## config.mk

```make
export PLATFORM = sky130hd
export DESIGN_NAME = load_store_unit
export DESIGN_NICKNAME = d
export VERILOG_FILES = /design/src/rtl/riscv_pkg.sv /design/src/rtl/load_extend.sv /design/src/rtl/load_store_unit.sv
export SDC_FILE = /design/constraint.sdc
export NUM_CORES = 1
export LEC_CHECK = 0
export ABC_AREA = 1
export ABC_CLOCK_PERIOD_IN_PS = 4200
export CAP_MARGIN = 20
export CORE_MARGIN = 4
export CORE_UTILIZATION = 30
export DETAILED_ROUTE_END_ITERATION = 6
export HOLD_SLACK_MARGIN = 0.02
export PLACE_DENSITY = 0.62
export SYNTH_ARGS = -nofsm -noshare
export SYNTH_HDL_FRONTEND = slang
export SYNTH_SLANG_ARGS = --single-unit
```

## constraint.sdc

```tcl
create_clock -name clk -period 4.2 [get_ports clk]
set_input_delay 0.42 -clock clk [delete_from_list [all_inputs] [get_ports clk]]
set_output_delay 0.42 -clock clk [all_outputs]
set_load 0.01 [all_outputs]
```

## src/rtl/riscv_pkg.sv

```systemverilog
`default_nettype none
// ============================================================================
// Module      : riscv_pkg
// Description : Load/store encodings, LSU state encoding and store-lane helpers
//               shared by the load/store unit and the main decoder.
// Revision    : 1.0 - initial release
// ============================================================================
package riscv_pkg;

    typedef enum logic [1:0] {
        ST_SB = 2'b00,
        ST_SH = 2'b01,
        ST_SW = 2'b10
    } store_op_e;

    typedef enum logic [2:0] {
        LD_LB  = 3'b000,
        LD_LH  = 3'b001,
        LD_LW  = 3'b010,
        LD_LBU = 3'b100,
        LD_LHU = 3'b101
    } load_op_e;

    typedef enum logic [1:0] {
        S_IDLE   = 2'd0,
        S_ACCESS = 2'd1,
        S_DONE   = 2'd2
    } lsu_state_e;

    // Undefined encodings report as not-aligned so they never reach the bus.
    function automatic logic access_aligned(
        input logic       is_store,
        input logic [1:0] store,
        input logic [2:0] load,
        input logic [1:0] off
    );
        logic ok;
        ok = 1'b0;
        if (is_store) begin
            case (store)
                ST_SB:   ok = 1'b1;
                ST_SH:   ok = ~off[0];
                ST_SW:   ok = (off == 2'b00);
                default: ok = 1'b0;
            endcase
        end else begin
            case (load)
                LD_LB, LD_LBU: ok = 1'b1;
                LD_LH, LD_LHU: ok = ~off[0];
                LD_LW:         ok = (off == 2'b00);
                default:       ok = 1'b0;
            endcase
        end
        return ok;
    endfunction

    function automatic logic [3:0] store_strb(
        input logic [1:0] store,
        input logic [1:0] off
    );
        logic [3:0] strb;
        case (store)
            ST_SB:   strb = 4'b0001 << off;
            ST_SH:   strb = 4'b0011 << {off[1], 1'b0};
            ST_SW:   strb = 4'b1111;
            default: strb = 4'b0000;
        endcase
        return strb;
    endfunction

    function automatic logic [31:0] store_lanes(
        input logic [1:0]  store,
        input logic [31:0] data
    );
        logic [31:0] lanes;
        case (store)
            ST_SB:   lanes = {4{data[7:0]}};
            ST_SH:   lanes = {2{data[15:0]}};
            ST_SW:   lanes = data;
            default: lanes = 32'h0;
        endcase
        return lanes;
    endfunction

endpackage : riscv_pkg
`default_nettype wire

```

## src/rtl/load_extend.sv

```systemverilog
`default_nettype none
// ============================================================================
// Module      : load_extend
// Description : Selects the addressed byte/half of a read word and extends it.
// Revision    : 1.0 - initial release
// ============================================================================
module load_extend
    import riscv_pkg::*;
(
    input  logic [2:0]  load,
    input  logic [1:0]  byte_off,
    input  logic [31:0] rdata,
    output logic [31:0] result
);

    logic [7:0]  w_byte_sel;
    logic [15:0] w_half_sel;

    always_comb begin
        case (byte_off)
            2'd0:    w_byte_sel = rdata[7:0];
            2'd1:    w_byte_sel = rdata[15:8];
            2'd2:    w_byte_sel = rdata[23:16];
            default: w_byte_sel = rdata[31:24];
        endcase
        w_half_sel = byte_off[1] ? rdata[31:16] : rdata[15:0];

        case (load)
            LD_LB:   result = {{24{w_byte_sel[7]}}, w_byte_sel};
            LD_LH:   result = {{16{w_half_sel[15]}}, w_half_sel};
            LD_LW:   result = rdata;
            LD_LBU:  result = {24'h0, w_byte_sel};
            LD_LHU:  result = {16'h0, w_half_sel};
            default: result = 32'h0;
        endcase
    end

endmodule : load_extend
`default_nettype wire

```

## src/rtl/load_store_unit.sv

```systemverilog
`default_nettype none
// ============================================================================
// Module      : load_store_unit
// Description : Single-outstanding load/store engine between core and memory
//               bus with lane steering, misalign detection and bus timeout.
// Revision    : 1.0 - initial release
// ============================================================================
module load_store_unit
    import riscv_pkg::*;
#(
    parameter int TIMEOUT = 255
) (
    input  logic        clk,
    input  logic        reset,
    input  logic        MemWrite,
    input  logic        MemRead,
    input  logic [1:0]  Store,
    input  logic [2:0]  Load,
    input  logic [31:0] addr,
    input  logic [31:0] wdata,
    output logic [31:0] ld_data,
    output logic        stall,
    output logic        misalign_err,
    output logic        bus_err,
    output logic        bus_req,
    output logic        bus_we,
    output logic [31:0] bus_addr,
    output logic [3:0]  bus_wstrb,
    output logic [31:0] bus_wdata,
    input  logic        bus_ack,
    input  logic [31:0] bus_rdata
);

    localparam int CNT_W = $clog2(TIMEOUT + 1);

    lsu_state_e        state_q, state_d;
    logic [CNT_W-1:0]  cnt_q, cnt_d;
    logic              we_q, we_d;
    logic [29:0]       word_q, word_d;
    logic [3:0]        wstrb_q, wstrb_d;
    logic [31:0]       wdata_q, wdata_d;
    logic [2:0]        load_q, load_d;
    logic [1:0]        off_q, off_d;
    logic [31:0]       ld_data_q, ld_data_d;
    logic              misalign_q, misalign_d;
    logic              bus_err_q, bus_err_d;

    logic              w_req;
    logic              w_is_store;
    logic              w_aligned;
    logic              w_in_access;
    logic [CNT_W-1:0]  w_cnt_inc;
    logic [31:0]       w_ext_data;

    // A simultaneous read and write request is a store; the read is dropped.
    assign w_req      = MemWrite | MemRead;
    assign w_is_store = MemWrite;
    assign w_aligned  = access_aligned(w_is_store, Store, Load, addr[1:0]);
    assign w_cnt_inc  = cnt_q + 1'b1;

    load_extend u_load_extend (
        .load     (load_q),
        .byte_off (off_q),
        .rdata    (bus_rdata),
        .result   (w_ext_data)
    );

    always_comb begin
        state_d    = state_q;
        cnt_d      = cnt_q;
        we_d       = we_q;
        word_d     = word_q;
        wstrb_d    = wstrb_q;
        wdata_d    = wdata_q;
        load_d     = load_q;
        off_d      = off_q;
        ld_data_d  = ld_data_q;
        misalign_d = 1'b0;
        bus_err_d  = 1'b0;

        case (state_q)
            S_IDLE: begin
                cnt_d = '0;
                if (w_req) begin
                    if (w_aligned) begin
                        we_d    = w_is_store;
                        word_d  = addr[31:2];
                        off_d   = addr[1:0];
                        load_d  = Load;
                        wstrb_d = w_is_store ? store_strb(Store, addr[1:0]) : 4'b0000;
                        wdata_d = w_is_store ? store_lanes(Store, wdata) : 32'h0;
                        state_d = S_ACCESS;
                    end else begin
                        misalign_d = 1'b1;
                        ld_data_d  = 32'h0;
                    end
                end
            end
            S_ACCESS: begin
                if (bus_ack) begin
                    if (!we_q) begin
                        ld_data_d = w_ext_data;
                    end
                    cnt_d   = '0;
                    state_d = S_DONE;
                end else if (w_cnt_inc == CNT_W'(TIMEOUT)) begin
                    bus_err_d = 1'b1;
                    ld_data_d = 32'h0;
                    cnt_d     = '0;
                    state_d   = S_DONE;
                end else begin
                    cnt_d = w_cnt_inc;
                end
            end
            // The requesting instruction is still presented here; it retires now.
            S_DONE: begin
                state_d = S_IDLE;
            end
            default: begin
                state_d = S_IDLE;
            end
        endcase
    end

    always_ff @(posedge clk) begin
        if (reset) begin
            state_q    <= S_IDLE;
            cnt_q      <= '0;
            we_q       <= 1'b0;
            word_q     <= 30'h0;
            wstrb_q    <= 4'b0000;
            wdata_q    <= 32'h0;
            load_q     <= 3'b000;
            off_q      <= 2'b00;
            ld_data_q  <= 32'h0;
            misalign_q <= 1'b0;
            bus_err_q  <= 1'b0;
        end else begin
            state_q    <= state_d;
            cnt_q      <= cnt_d;
            we_q       <= we_d;
            word_q     <= word_d;
            wstrb_q    <= wstrb_d;
            wdata_q    <= wdata_d;
            load_q     <= load_d;
            off_q      <= off_d;
            ld_data_q  <= ld_data_d;
            misalign_q <= misalign_d;
            bus_err_q  <= bus_err_d;
        end
    end

    // Reset gates the bus immediately so an abandoned access never lingers.
    assign w_in_access  = (state_q == S_ACCESS) && !reset;

    assign bus_req      = w_in_access;
    assign bus_we       = w_in_access & we_q;
    assign bus_wstrb    = w_in_access ? wstrb_q : 4'b0000;
    assign bus_addr     = {word_q, 2'b00};
    assign bus_wdata    = wdata_q;
    assign stall        = !reset && (w_in_access ||
                          ((state_q == S_IDLE) && w_req && w_aligned));
    assign ld_data      = ld_data_q;
    assign misalign_err = misalign_q;
    assign bus_err      = bus_err_q;

endmodule : load_store_unit
`default_nettype wire
```

---- Yosys cells after proc, flatten, opt, wreduce, memory -nomap -nowiden ----
Index checks and enable logic that the tools add are counted.
operators by class
  shifts and indexed selects .............. 2
  equal/unequal tests ..................... 19
  bitwise operators ....................... 6
  reductions and logical operators ........ 20
  $add $sub $neg .......................... 1
  multiplexer cells ....................... 27
operators by type and width
  cell                   number
  $mux W32               6
  $pmux W32 S5           1
  $pmux W32 S3           1
  $pmux W32 S2           1
  $pmux W8 S3            1
  $mux W16               1
  $mux W8                2
  $pmux W8 S2            1
  $eq A3 B3 Y1 const B   4
  $pmux W4 S3            1
  $add A8 B1 Y8 const B  1
  $eq A8 B8 Y1 const B   1
  $logic_not A2 Y1       4
  $mux W2                4
  $mux W4                2
  $eq A2 B1 Y1 const B   3
  $eq A3 B1 Y1 const B   2
  $eq A3 B2 Y1 const B   2
  $logic_not A3 Y1       2
  $ne A2 B2 Y1 const B   3
  $ne A3 B3 Y1 const B   2
  $pmux W1 S3            2
  $reduce_and A3 Y1      2
  $reduce_or A3 Y1       2
  14 further kinds       24
storage, ports and cells
  output and inout bits ................... 105
  logic and storage cells ................. 86
  input port bits ......................... 106
  register bits ........................... 116

---- Longest topological paths before layout ----
Gate-level depths: netlist (run 1).
  depth in word-level cells ............... 7
  mapped depth ............................ 13
  mapped depth without buffers ............ 13

---- By module ----
From an unflattened synthesis (run 1), not the netlist that was laid out.
second synthesis, totals
  cell total of the unflattened synthesis .. 978
  area, all modules ....................... 6263.5 um^2
by module, submodules not included
  module           seq. area each (um^2)  instances  cells an instance  area each (um^2)
  load_store_unit  2322.2                 1          773                5233.8
  load_extend      0.0                    1          205                1029.7

---- Least setup slack after synthesis (run 1) ----
No wires, ideal clock.
  path kind ............................... input port to output port
  start point ............................. input Store[1]
  end point ............................... output stall
  buffers on the path ..................... 2
  data required time ...................... 3.780 ns
  data arrival time ....................... 1.517 ns
  path slack .............................. 2.263 ns
  cell stages on the path ................. 9
  cell sequence ........................... nor2_4 > nor2_1 > o21ai_1 > nand2_1 > inv_2 > nand2_2 > buf_6 > buf_6 > o21ai_1
between the ends
  longest elaborated chain between the ends .. 6
  elaborated cells on any way between the ends .. 8
  classes of those cells .................. eq/ne: 2; mux: 2; reduce/logical: 4
RTL lines
  what                                        RTL line                text
  start: declaration                          load_store_unit.sv:17   input logic [1:0] Store,
  $eq A2 B2 Y1, or another cell as far along  riscv_pkg.sv:40         case (store)
  $pmux W1 S3 (*)                             riscv_pkg.sv:40
  $mux W1 (*)                                 riscv_pkg.sv:39         if (is_store) begin
  $logic_and A1 B1 Y1 (*)                     load_store_unit.sv:162  ((state_q == S_IDLE) && w_req && w_aligned));
  $logic_or A1 B1 Y1 (*)                      load_store_unit.sv:161  assign stall = !reset && (w_in_access ||
  $logic_and A1 B1 Y1 (*)                     load_store_unit.sv:161
  end: declaration                            load_store_unit.sv:22   output logic stall,
Mark *: on every way between the ends. The rest lies on a longest branch, timed or not.

---- Final worst setup path (run 1) ----
Same ends and word-level chain as after synthesis.

==> results.json, run 1 <==
{
  "cts_resized": 0,
  "slew_violations": 0,
  "cts_buffer_depth": 2,
  "period_minus_slack_ns": 3.039,
  "floorplan.rows": 51,
  "dp_hpwl_um": 14440,
  "grt_pass1_wl_um": 32420,
  "synth.cell_area_um2": 5932,
  "p_int_w": 0.002416,
  "detail-route-antenna-nets": 0,
  "yosysSeqAreaShare": 0.3915,
  "hp-class": "reg -> reg",
  "nNetsFinal": 1194,
  "grt_remaining_overflow": 0,
  "fill_cells": 2022,
  "num_vias": 6580,
  "grt_antenna_before_repair": 0,
  "drcViolationCount": 0,
  "critPathKind": "in -> out",
  "post-route-util": 0.4450,
  "setup_ws_ns": 1.161,
  "rrSetupSlack_ns": 1.62,
  "fin_worst_skew_ns": 0.009977,
  "arrival_ns": 2.62,
  "core-area_um2": 19460,
  "power_frac_comb": 0.238,
  "cp-end-kind": "output port",
  "synth_top_area_share": 0.3915,
  "die_h_um": 148.6,
  "hold_viol_final": 0,
  "cpPeakStageDelay_ns": 0.65,
  "reg2reg_from": "state_q[1]",
  "fmax_mhz": 329.0,
  "grt_pass1_vias": 6211,
  "die_w_um": 148.6,
  "crit_path_max_fanout": 12,
  "crit_chain": "clkdlybuf4s50_1 > nor2_4 > nor2_1 > o21ai_1 > nand2_1 > inv_2 > nand2_2 > o21ai_1 > clkdlybuf4s50_1",
  "final-seq-area_um2": 2322,
  "whs_ns": 0.4592,
  "fin_crit_sh": 0.7236,
  "multi_input_area_um2": 3074,
  "diodes": 0,
  "cap_violations": 0,
  "gp_congestion": 0.8476,
  "drtPass1Iterations": 5,
  "grt.total_usage": 0.1839,
  "wirelength_um": 20520,
  "grt_max_degree": 78,
  "cts_made_buffers": 17,
  "yosysTopAreaCell": "dfxtp_1",
  "fin_cells": 1364,
  "synth-seq-cells": 116,
  "dieArea_um2": 22090,
  "whs_path_depth": 2,
  "route.detailed.wl_per_inst_um": 15.04,
  "synth_area_per_cell_um2": 6.519,
  "place_ws_ns": 1.070,
  "cts_setup_buffers": 0,
  "clkSinkCount": 116,
  "hold_buffers": 0,
  "drive_gt1_frac": 0.05278,
  "worstHoldEndpoint": "word_q[11]",
  "cts-root-buf": "clkbuf_16",
  "synth_cells": 910,
  "synth_warnings": 0,
  "ir_drop_uv": 283.4,
  "tightest_slew_ns": 0.9586,
  "ios": 211,
  "clk_latency_ns": 0.42,
  "via_per_inst": 4.824,
  "status": "finished clean",
  "clkPwrFrac": 0.412,
  "start_kind": "primary input",
  "worstHoldStart": "word_q[11]",
  "maxSlewHeadroom": 0.3600,
  "syn2layout_area_growth_pct": 46.00,
  "leakage_nw": 3.391,
  "start_util": 0.3048,
  "yosysUniqueCellTypes": 34,
  "slowest_stage": "clkdlybuf4s50_1",
  "fin_setup_tns_ns": 0,
  "swShare": 0.3199,
  "cp.required_ns": 3.78,
  "placedCellCount": 1331,
  "htreeDepth": 4,
  "setup_viol": 0,
  "p_seq_frac": 0.351,
  "drt_iter0_drc": 475,
  "power_density_nw_per_um2": 410.2,
  "rsz0062_at_grt": "false",
  "r2r_cells": 9,
  "synth.area.top_cells": "dfxtp_1 39%, nand2_1 18%, a21oi_1 9.7%",
  "io_buffers": 208,
  "clk_pin_slew_ns": 0.07,
  "r2r_end": "ld_data[7]",
  "switchingPower_w": 0.001137,
  "tritoncts": "done"
}
kinds of logic (layout without fill, tap and decap cells):
| logic type | Yosys count | after routing | synth area share |
|---|---|---|---|
| AOI/OAI and AO/OA | 175 | 175 | 0.1536 |
| DFF | 116 | 116 | 0.3915 |
| other | 1 | 2 | 0.0006322 |
| adders and majority gates | 2 | 2 | 0.004218 |
| and+or+nand+nor | 500 | 500 | 0.3569 |
| buffers and inverters | 115 | 303 | 0.09175 |
| xor gates and xnor gates | 1 | 1 | 0.001477 |
Yosys cell counts (all sizes together):
cell type	count
nor3	5
ha	2
buf	37
nor2	79
nand4	6
a31oi	1
a21oi	115
clkinv	3
nand3	115
clkbuf	22
o21ai	47
o21bai	5
inv	53
nand2	294
nand3b	1
o211ai	7
dfxtp	116
xor2	1
conb	1
placed cells by master (no fill, tap or decap), types with 2 or more instances in the layout:
master           count
dfxtp_1            116
nand3_1            112
nor2_2               3
nand2_2              2
ha_1                 2
inv_2                3
nor2_1              75
nor3_2               2
inv_1               50
clkinv_1             2
nor3_1               3
a21oi_1            115
conb_1               2
o21bai_1             5
nand2_1            290
o21ai_0             43
nand4_1              6
o21ai_1              3
clkbuf_16           17
clkdlybuf4s50_1    207
inv_8                4
nand3_2              2
inv_6                6
clkinvlp_4           3
o211ai_1             7
buf_4                6
power groups by stage:
stage,combinational (W),sequential (W),clock (W)
6_report,0.000844,0.00125,0.00146
5_1_grt,0.000940,0.00126,0.00155
4_1_cts,0.000849,0.00125,0.00149
3_5_place_dp,0.000845,0.00127,0
3_3_place_gp,0.000842,0.00127,0
2_1_floorplan,0.000451,0.00130,0
worst max-delay path: cells and delay by family:
family / cells / cell delay (ns)
buf+inv: 3 / 1.31
compound gates: 2 / 0.32
simple gates: 4 / 0.58
registers in the layout, summed over array words and instances, names as in the netlist:
name	count
bus_wdata	32
bus_err	1
wstrb_q	4
load_q	3
we_q	1
ld_data	32
state_q	2
off_q	2
misalign_err	1
cnt_q	8
word_q	30
area by class of cell:
cell class	count	share of cell area
Timing Repair Buffer	215	0.2467
Clock buffer	17	0.04912
Inverter	56	0.02441
Tap cell	265	0.03828
Sequential cell	116	0.2681
Multi-Input combinational cell	680	0.3550
Clock inverter	15	0.01835
worst max-delay path by stage:
stage,start,end,cells after the start
2_1_floorplan,Store[1],stall,9
3_3_place_gp,Store[1],bus_wdata[5],11
3_5_place_dp,Store[1],bus_wdata[4],11
4_1_cts,Store[1],stall,9
5_1_grt,Store[1],stall,9
6_report,Store[1],stall,9
through the flow:
| step | total power [W] | cell area, um2 |
|---|---|---|
| after floorplan | 0.001746 | 5936 |
| after global placement | 0.002109 | 8061 |
| after detailed placement | 0.002113 | 8061 |
| after CTS | 0.003585 | 8646 |
| after global routing | 0.003750 | 8661 |
| final | 0.003552 | 8661 |
layer usage:
layer	vias to the layer above	routed length, um	GRT usage	share of wire
li1	3319	-	-	-
met1	2989	8931	0.2325	0.44
met2	250	9293	0.2937	0.45
met3	22	1987	0.06977	0.097
met4	0	308	0.05266	0.015
met5	-	0	0	0
Power figures use the tool's default switching activity.
==> inputs of run 2 (changes only) <==
--- a/config.mk
+++ b/config.mk
@@ -6,13 +6,13 @@
 export NUM_CORES = 1
 export LEC_CHECK = 0
 export ABC_AREA = 1
-export ABC_CLOCK_PERIOD_IN_PS = 4200
+export ABC_CLOCK_PERIOD_IN_PS = 2400
 export CAP_MARGIN = 20
 export CORE_MARGIN = 4
 export CORE_UTILIZATION = 30
 export DETAILED_ROUTE_END_ITERATION = 6
 export HOLD_SLACK_MARGIN = 0.02
-export PLACE_DENSITY = 0.62
+export PLACE_DENSITY = 0.64
 export SYNTH_ARGS = -nofsm -noshare
 export SYNTH_HDL_FRONTEND = slang
 export SYNTH_SLANG_ARGS = --single-unit
==> constraint.sdc (replaced) <==
create_clock -name clk -period 2.4 [get_ports clk]
set_input_delay 0.24 -clock clk [delete_from_list [all_inputs] [get_ports clk]]
set_output_delay 0.24 -clock clk [all_outputs]
set_load 0.01 [all_outputs]
==> run 2 against run 1 <==
Net effect: critical path depth decreased by 4; setup slack got worse by 0.99 ns; combinational power increased by 82%; die area unchanged; cell area increased by 2.3%; hold slack got worse by 0.28 ns; flip-flop and latch count unchanged; count of clock-buffer cells in the layout unchanged; sequential power increased by 74%; largest cell class unchanged; wire length increased by 0.42%; clock skew increased by 0.0051 ns.
==> results.json, run 2 (same netlist as run 1, synthesis figures left out) <==
{
  "reg2reg_from": "off_q[1]",
  "drive_gt1_frac": 0.07149,
  "cap_violations": 0,
  "cpPeakStageDelay_ns": 0.56,
  "hold_viol_final": 0,
  "grt_pass1_wl_um": 32780,
  "floorplan.rows": 51,
  "arrival_ns": 1.99,
  "rsz0062_at_grt": "false",
  "syn2layout_area_growth_pct": 49.31,
  "diodes": 0,
  "crit_chain": "nand2_1 > nor2_1 > inv_2 > nor2_1 > clkdlybuf4s50_1",
  "ir_drop_uv": 499.5,
  "dp_hpwl_um": 14850,
  "clkSinkCount": 116,
  "start_util": 0.3048,
  "cts-root-buf": "clkbuf_16",
  "tightest_slew_ns": 0.7555,
  "leakage_nw": 3.528,
  "cts_buffer_depth": 2,
  "tritoncts": "done",
  "clk_pin_slew_ns": 0.06,
  "fin_worst_skew_ns": 0.01508,
  "grt.total_usage": 0.1860,
  "num_vias": 6613,
  "final_common_cell": "nand2_1",
  "hold_buffers": 0,
  "cts_setup_buffers": 0,
  "dieArea_um2": 22090,
  "whs_path_depth": 2,
  "crit_path_max_fanout": 7,
  "route.detailed.wl_per_inst_um": 14.89,
  "slew_violations": 0,
  "grt_max_degree": 78,
  "detail-route-antenna-nets": 0,
  "mostFrequentLayoutCells": "290 x nand2_1, 206 x clkdlybuf4s50_1, 116 x dfxtp_1",
  "period_minus_slack_ns": 2.232,
  "grt_antenna_before_repair": 1,
  "wirelength_um": 20610,
  "drt_iter0_drc": 450,
  "via_per_inst": 4.778,
  "post-route-util": 0.4551,
  "die_w_um": 148.6,
  "cpMostUsedCell": "nor2_1",
  "setup_viol": 0,
  "core-area_um2": 19460,
  "drtPass1Iterations": 5,
  "cp-end-kind": "output port",
  "cts_made_buffers": 17,
  "io_buffers": 208,
  "drcViolationCount": 0,
  "clk_latency_ns": 0.42,
  "worstHoldStart": "reset",
  "worstHoldEndpoint": "cnt_q[6]",
  "gp_congestion": 0.8697,
  "grt_remaining_overflow": 0,
  "whs_ns": 0.1760,
  "die_h_um": 148.6,
  "critPathKind": "reg -> out",
  "fin_setup_tns_ns": 0,
  "fin_crit_sh": 0.9300,
  "fmax_mhz": 448.0,
  "htreeDepth": 4,
  "slowest_stage": "clkdlybuf4s50_1",
  "power_density_nw_per_um2": 707.1,
  "grt_pass1_vias": 6240,
  "rrSetupSlack_ns": 0.31,
  "cp.required_ns": 2.16,
  "start_kind": "register",
  "r2r_end": "ld_data[8]",
  "ios": 211,
  "status": "finished clean",
  "nNetsFinal": 1214,
  "maxSlewHeadroom": 0.4963,
  "hp-class": "in -> reg",
  "fill_cells": 2024,
  "r2r_cells": 12
}
## run 2: per-stage QoR
| step | total power (W) | area (um2) | instances | setup WS, ns |
|---|---|---|---|---|
| after floorplan | 0.003056 | 5936 | 911 | 0.7216 |
| after global routing | 0.006602 | 8857 | 1384 | 0.02699 |
| final | 0.006263 | 8857 | 1384 | 0.1680 |
| after CTS | 0.006332 | 8852 | 1384 | 0.03091 |
| after global placement | 0.003766 | 8269 | 1352 | 0.06402 |
| after detailed placement | 0.003771 | 8269 | 1352 | 0.04885 |
## run 2: worst max path at each step
stage,startpoint,endpoint,depth (start not counted)
after detailed placement,Store[1],bus_wdata[4],12
after floorplan,state_q[1],stall,6
after global placement,addr[0],stall,9
after global routing,off_q[1],ld_data[14],12
final,state_q[0],bus_wstrb[1],5
after CTS,state_q[0],bus_wstrb[2],5
## run 2: area by class of cell
| cell class | count | area, um2 | share of cell area |
|---|---|---|---|
| Multi-Input combinational cell | 680 | 3077 | 0.3474 |
| Timing Repair Buffer | 235 | 2332 | 0.2633 |
| Sequential cell | 116 | 2322 | 0.2622 |
| Clock buffer | 17 | 425.4 | 0.04803 |
| Tap cell | 265 | 331.6 | 0.03743 |
| Inverter | 56 | 211.5 | 0.02387 |
| Clock inverter | 15 | 157.7 | 0.01780 |
## run 2: repair_timing
| action | in CTS | in global routing |
|---|---|---|
| hold endpoints to repair | 0 | 0 |
| gates resized for setup | 0 | 3 |
| endpoints found under the setup margin | 0 | 2 |
## run 2: power breakdown
| group | leakage (nW) | total, W | switching (W) | internal, W |
|---|---|---|---|---|
| combinational | 2.29 | 0.00154 | 0.000816 | 0.000724 |
| clock | 0.288 | 0.00254 | 0.00107 | 0.00147 |
| sequential | 0.949 | 0.00218 | 0.0000980 | 0.00208 |
## run 2: critical path: cells and delay by family, from the launching register on
| kind | cells | cell delay [ns] |
|---|---|---|
| buffers and inverters | 2 | 0.67 |
| flip-flops | 1 | 0.39 |
| AND/OR/NAND/NOR | 3 | 0.50 |
## run 2: layer usage
metal	routed length (um)	share of wire	track usage
met1	8451	0.41	0.2294
met2	9362	0.45	0.2985
met5	7	0.00034	0
met3	2543	0.12	0.08074
met4	242	0.012	0.04850
